File: src/rtl/gray_dec_arbiter.sv
`default_nettype none
// ============================================================================
// Module   : gray_dec_arbiter
// Purpose  : Round-robin arbiter/sequencer sharing one registered Gray-to-
//            binary decoder among N_REQ requesters. One requester is granted
//            at a time. Its Gray word is driven to the decoder, the decoder
//            latency is waited out, and the binary result is returned with a
//            one-cycle ack.
// Ports    : clk       - system clock, rising edge
//            rst       - asynchronous reset, active-low
//            req       - per-requester request level, held until ack
//            gray_in   - packed Gray words, requester i at [i*WIDTH +: WIDTH]
//            ack       - one-hot, one-cycle pulse to the served requester
//            dec_gray  - registered Gray word to the decoder
//            dec_bin   - decoder binary output
//            rsp_bin   - registered result, held after rsp_valid
//            rsp_id    - index of the served requester
//            rsp_valid - one-cycle pulse, coincident with ack
//            busy      - high in every state except IDLE
// Revision : 1.0 - initial release
// ============================================================================
module gray_dec_arbiter #(
    parameter int N_REQ   = 4,
    parameter int WIDTH   = 4,
    parameter int DEC_LAT = 1
) (
    input  logic                      clk,
    input  logic                      rst,
    input  logic [N_REQ-1:0]          req,
    input  logic [N_REQ*WIDTH-1:0]    gray_in,
    output logic [N_REQ-1:0]          ack,
    output logic [WIDTH-1:0]          dec_gray,
    input  logic [WIDTH-1:0]          dec_bin,
    output logic [WIDTH-1:0]          rsp_bin,
    output logic [$clog2(N_REQ)-1:0]  rsp_id,
    output logic                      rsp_valid,
    output logic                      busy
);

    localparam int c_IDW = $clog2(N_REQ);
    localparam int c_CW  = (DEC_LAT > 1) ? $clog2(DEC_LAT) : 1;

    localparam logic [1:0] c_IDLE  = 2'd0;
    localparam logic [1:0] c_ISSUE = 2'd1;
    localparam logic [1:0] c_WAIT  = 2'd2;
    localparam logic [1:0] c_RESP  = 2'd3;

    // Pointer starts at the last requester so requester 0 has first priority.
    localparam logic [c_IDW-1:0] c_LAST_RST = c_IDW'(N_REQ - 1);
    localparam logic [c_CW-1:0]  c_CNT_LOAD = c_CW'(DEC_LAT - 1);
    localparam logic [c_CW-1:0]  c_CNT_ONE  = c_CW'(1);
    localparam logic [N_REQ-1:0] c_ACK_ONE  = N_REQ'(1);
    localparam logic [c_IDW:0]   c_NREQ_EXT = (c_IDW + 1)'(N_REQ);

    logic [1:0]       r_state;
    logic [c_IDW-1:0] r_last;
    logic [c_IDW-1:0] r_gid;
    logic [c_CW-1:0]  r_cnt;

    logic             w_any;
    logic [c_IDW-1:0] w_winner;
    logic [c_IDW:0]   w_sum;
    logic [WIDTH-1:0] w_win_gray;

    // Search last+1, last+2, ... with wrap; the first set bit wins. One extra
    // bit on the sum keeps the wrap compare exact for non-power-of-two N_REQ.
    always_comb begin
        w_any    = 1'b0;
        w_winner = '0;
        w_sum    = '0;
        for (int k = 1; k <= N_REQ; k++) begin
            w_sum = {1'b0, r_last} + (c_IDW + 1)'(k);
            if (w_sum >= c_NREQ_EXT) begin
                w_sum = w_sum - c_NREQ_EXT;
            end
            if (!w_any && req[w_sum[c_IDW-1:0]]) begin
                w_any    = 1'b1;
                w_winner = w_sum[c_IDW-1:0];
            end
        end
    end

    assign w_win_gray = gray_in[int'(w_winner)*WIDTH +: WIDTH];
    assign busy       = (r_state != c_IDLE);

    always_ff @(posedge clk or negedge rst) begin
        if (!rst) begin
            r_state   <= c_IDLE;
            r_last    <= c_LAST_RST;
            r_gid     <= '0;
            r_cnt     <= '0;
            dec_gray  <= '0;
            rsp_bin   <= '0;
            rsp_id    <= '0;
            rsp_valid <= 1'b0;
            ack       <= '0;
        end else begin
            rsp_valid <= 1'b0;
            ack       <= '0;
            case (r_state)
                c_IDLE: begin
                    // dec_gray is only loaded at a grant and otherwise held.
                    if (w_any) begin
                        r_gid    <= w_winner;
                        r_last   <= w_winner;
                        dec_gray <= w_win_gray;
                        r_state  <= c_ISSUE;
                    end
                end
                c_ISSUE: begin
                    r_cnt   <= c_CNT_LOAD;
                    r_state <= c_WAIT;
                end
                c_WAIT: begin
                    if (r_cnt != '0) begin
                        r_cnt <= r_cnt - c_CNT_ONE;
                    end else begin
                        rsp_bin   <= dec_bin;
                        rsp_id    <= r_gid;
                        rsp_valid <= 1'b1;
                        ack       <= c_ACK_ONE << r_gid;
                        r_state   <= c_RESP;
                    end
                end
                c_RESP: begin
                    r_state <= c_IDLE;
                end
                default: begin
                    r_state <= c_IDLE;
                end
            endcase
        end
    end

endmodule
`default_nettype wire

File: config.mk
export PLATFORM = sky130hd
export DESIGN_NAME = gray_dec_arbiter
export DESIGN_NICKNAME = d
export VERILOG_FILES = /design/src/rtl/gray_dec_arbiter.sv
export SDC_FILE = /design/constraint.sdc
export NUM_CORES = 1
export LEC_CHECK = 0
export ABC_CLOCK_PERIOD_IN_PS = 1600
export CAP_MARGIN = 15
export CORE_MARGIN = 5
export CORE_UTILIZATION = 38
export DETAILED_ROUTE_END_ITERATION = 12
export PLACE_DENSITY = 0.83
export SETUP_SLACK_MARGIN = 0.2
export SLEW_MARGIN = 0
export SYNTH_ARGS = -nofsm -noshare
export SYNTH_HDL_FRONTEND = slang
export SYNTH_SLANG_ARGS = --single-unit
export TNS_END_PERCENT = 50
File: constraint.sdc
create_clock -name clk -period 1.6 [get_ports clk]
set_clock_uncertainty 0.05 [all_clocks]
set_input_delay 0.24 -clock clk [delete_from_list [all_inputs] [get_ports clk]]
set_output_delay 0.24 -clock clk [all_outputs]
set_load 0.05 [all_outputs]
==> metrics.md <==
| Metric | Value |
|---|---|
| Worst vdd ir | `1.507 mV` |
| Bufs on Longest Clock Path | `2` |
| Asr flop ratio synth | `100.0%` |
| Met3 Track Usage GR | `3.957%` |
| Final hold viol count | `0` |
| Die Ht | `about 63 um` |
| Main flop type after synthesis | `dfrtp_1` |
| Slew HR | `around 77%` |
| Worst Hold Class | `primary input to asynchronous set/reset pin` |
| Tot Pwr | `approximately 3600 uW` |
| Site row count | `19` |
| CP Max Fanout | `4` |
| Routability cong. | `0.8329` |
| Synth Cell Area | `approximately 1100 sq um` |
| Ports | `between 40 and 50` |
| CTS Root Buffer Type | `clkbuf_4` |
| Remaining global-route overflow | `0` |
| Antenna Nets Post-Route | `0` |
| WL final | `between 2000 and 3000 um` |
| PortBufs | `between 40 and 50` |
| Crit path DAT | `1.83 ns` |
| DP Wirelength | `roughly 2200 um` |
| Crit start category | `register` |
| Final instance area | `~1800 sq um` |
| Drt first-iter violations | `31` |
| Core area | `2710 sq um` |
| Wire length per cell | `between 10 and 15 um` |
| Post-synthesis mux area share | `under 10%` |
| DIE AREA | `approximately 3900 sq um` |
| # nets final | `about 190` |
| Largest net degree at the start of global routing | `16` |
| Failing checks | `setup timing` |
| # DRC | `0` |
| Synth Area in XOR/XNOR | `0%` |
| Post-layout min period | `about 1.7 ns` |
| Clock network fraction of design power | `about 6.9%` |
| Synth top area share | `roughly 45%` |
| DR vias/cell | `between 5 and 6` |
| Vias | `978` |
| First-pass GRT wire length | `~4600 um` |
| Status | `finished with violations` |
| Final setup fails | `4` |
| Area grow syn2layout | `69.43%` |
| Final WS setup | `-0.09872 ns` |
| Crit end category | `register` |
| Clk sinks | `21` |
| Slew @ Worst Pin | `approximately 0.35 ns` |
| Setup TNS | `-0.1888 ns` |
| Die W | `between 60 and 70 um` |
| Main combinational cell family by area after synthesis | `simple AND/OR/NAND/NOR gates` |
| Synth Area in Compound Gates | `between 10% and 20%` |
| Post-synth EDFFs | `0` |
| Psw | `approximately 1600 uW` |
| Net count after synthesis | `about 130` |
| Fraction of layout cells with a size suffix above 1 | `approximately two fifths` |
| Combinational power share | `approximately 66%` |
| Max Fclk | `roughly 0.6 GHz` |
| Worst-Skew Late Latency | `0.30 ns` |
| Placed cell area | `between 1500 and 2000 sq um` |
| Starting Density | `about two fifths` |
| GRT Max-Usage Layer | `met2` |
| Synth Register Bits | `21` |
| Crit share post-route | `106.2%` |
| Synth Warn # | `0` |
| All-Layer GR Usage | `between 10% and 20%` |
| DRT Pass-1 Iters | `4` |
| Number of global-route vias before repair | `around 1000` |
| H-tree depth | `1` |
| Number of antenna diodes | `0` |
| Flop pwr share | `a little over a quarter` |
| CP Data Required Time | `about 1.7 ns` |
| Adder-cell area share of the yosys netlist | `roughly 3.6%` |
| Area leader, netlist | `dfrtp_1` |
| Mapped Cells | `97` |
| Crit Path Class | `register to register` |
| Initial antenna violation count | `0` |
| Met2 Use GR | `roughly a quarter` |
| Sw Share | `a little under half` |
| Global Route met1 Usage | `17.45%` |
| Pleak | `about 0.00082 uW` |
| Seq/Total Area, Yosys | `50.00%` |
| CTS Buf Count | `3` |
| RSZ-0062 raised after global routing | `yes` |
| PD cells | `approximately 2000 nW/um^2` |
| Clock transition at the registers of the reported paths | `between 0.1 and 0.15 ns` |
| Syn Area/Cell | `10.89 sq um` |
| Fillers | `approximately 220` |
| Max-slew violations | `0` |
| CTS tree | `yes` |
| Synth unique cells | `31` |
| Synth Area in Simple Gates | `a little under a fifth` |
| Max-Cap Viols | `0` |
| Largest cells by area after synthesis | `dfrtp_1, mux2_2, dfstp_2` |
| Pint | `between 1500 and 2000 uW` |
| Hold_buf cts | `0` |
==> critical path, cell delays in order (launching register included) <==
cell,delay [ns]
dfstp_2,0.59
nand2b_4,0.16
a21oi_4,0.07
nor3_4,0.20
buf_4,0.15
mux2i_1,0.23
o211ai_1,0.12
==> power groups by stage <==
stage	Clock, uW	Sequential (uW)	Combinational [uW]
2_1_floorplan	0	1510	759
3_3_place_gp	0	952	1930
3_5_place_dp	0	966	2000
4_1_cts	257	956	2160
5_1_grt	281	994	2530
6_report	247	962	2370
==> logic make-up after synthesis <==
kind of cell | count (synthesis)
AND/OR/NAND/NOR | 33
AO/OA/AOI/OAI | 26
flip-flops | 21
multiplexers | 9
buffers and inverters | 5
adder cells (fa/ha/maj) | 3
==> layer usage <==
metal | up-vias | part of all wire, %
met3 | 4 | 7.6
met4 | 0 | 1.1
li1 | 487 | -
met5 | - | 0
met1 | 451 | 41
met2 | 36 | 50
==> cells in the mapped netlist (2+ instances only) <==
library cell / n
mux2i_1: 4
and4_1: 4
dfstp_2: 2
a21oi_1: 3
nand2_1: 11
ha_1: 3
nor2_1: 6
o31a_1: 4
o21ai_0: 8
nand2b_1: 2
dfrtp_1: 19
mux2_2: 5
o211ai_1: 4
o21ai_1: 2
inv_1: 4
==> timing repair <==
item                       CTS  global route
gates cloned                 0             0
setup endpoints to repair   11            16
pin swaps                    2             7
buffers inserted             6             6
gates resized for setup      9            14
==> stage by stage <==
| step | utilization, % | cells | hold slack [ns] | setup slack [ns] |
|---|---|---|---|---|
| floorplan | - | 97 | -0.1056 | 0.02990 |
| global placement | 58.49 | 179 | 0.4361 | -0.3228 |
| detailed placement | 58.49 | 179 | 0.4417 | -0.4124 |
| CTS | 62.19 | 189 | 0.1358 | -0.04587 |
| global route | 66.02 | 195 | 0.1494 | -0.1895 |
| finish | 66.02 | 195 | 0.1384 | -0.09872 |
==> area by class of cell <==
cell class | instances | area (sq um) | share of cell area, %
Clock buffer | 3 | 22.52 | 1.259
Clock inverter | 1 | 5.005 | 0.2797
Inverter | 4 | 18.77 | 1.049
Multi-Input combinational cell | 71 | 588.1 | 32.87
Sequential cell | 21 | 528.0 | 29.51
Tap cell | 31 | 38.79 | 2.168
Timing Repair Buffer | 64 | 588.1 | 32.87
==> flip-flops by register name, summed over array words and instances (netlist names) <==
name / count
ack: 4
dec_gray: 4
rsp_bin: 4
r_gid: 2
r_last: 2
r_state: 2
rsp_id: 2
rsp_valid: 1
==> placed cells by master, fill, tap and decap left out, types with 2 or more instances in the layout <==
cell type	n
buf_4	30
clkdlybuf4s50_1	24
dfrtp_1	19
nand2_1	10
buf_6	7
o21ai_0	6
nor2_1	5
mux2_2	4
mux2i_1	4
and4_1	4
o31a_1	4
o21ai_1	4
o211ai_1	4
clkbuf_4	3
inv_2	2
a21oi_1	2
ha_4	2
dfstp_2	2
==> worst paths after layout <==
path / endpoint / slack, ns / depth (start not counted) / start
setup / recovery: dec_gray[3] / -0.1 / 6 / r_last[0]
hold / removal: rsp_valid / 0.14 / 1 / rst
setup reg to reg: dec_gray[3] / -0.1 / 6 / r_last[0]
hold reg to reg: ack[0] / 0.46 / 1 / r_gid[0]
max in group asynchronous: ack[2] / 0.86 / 2 / rst
min in group clk: ack[0] / 0.46 / 1 / r_gid[0]
(Power assumes the default switching activity.)
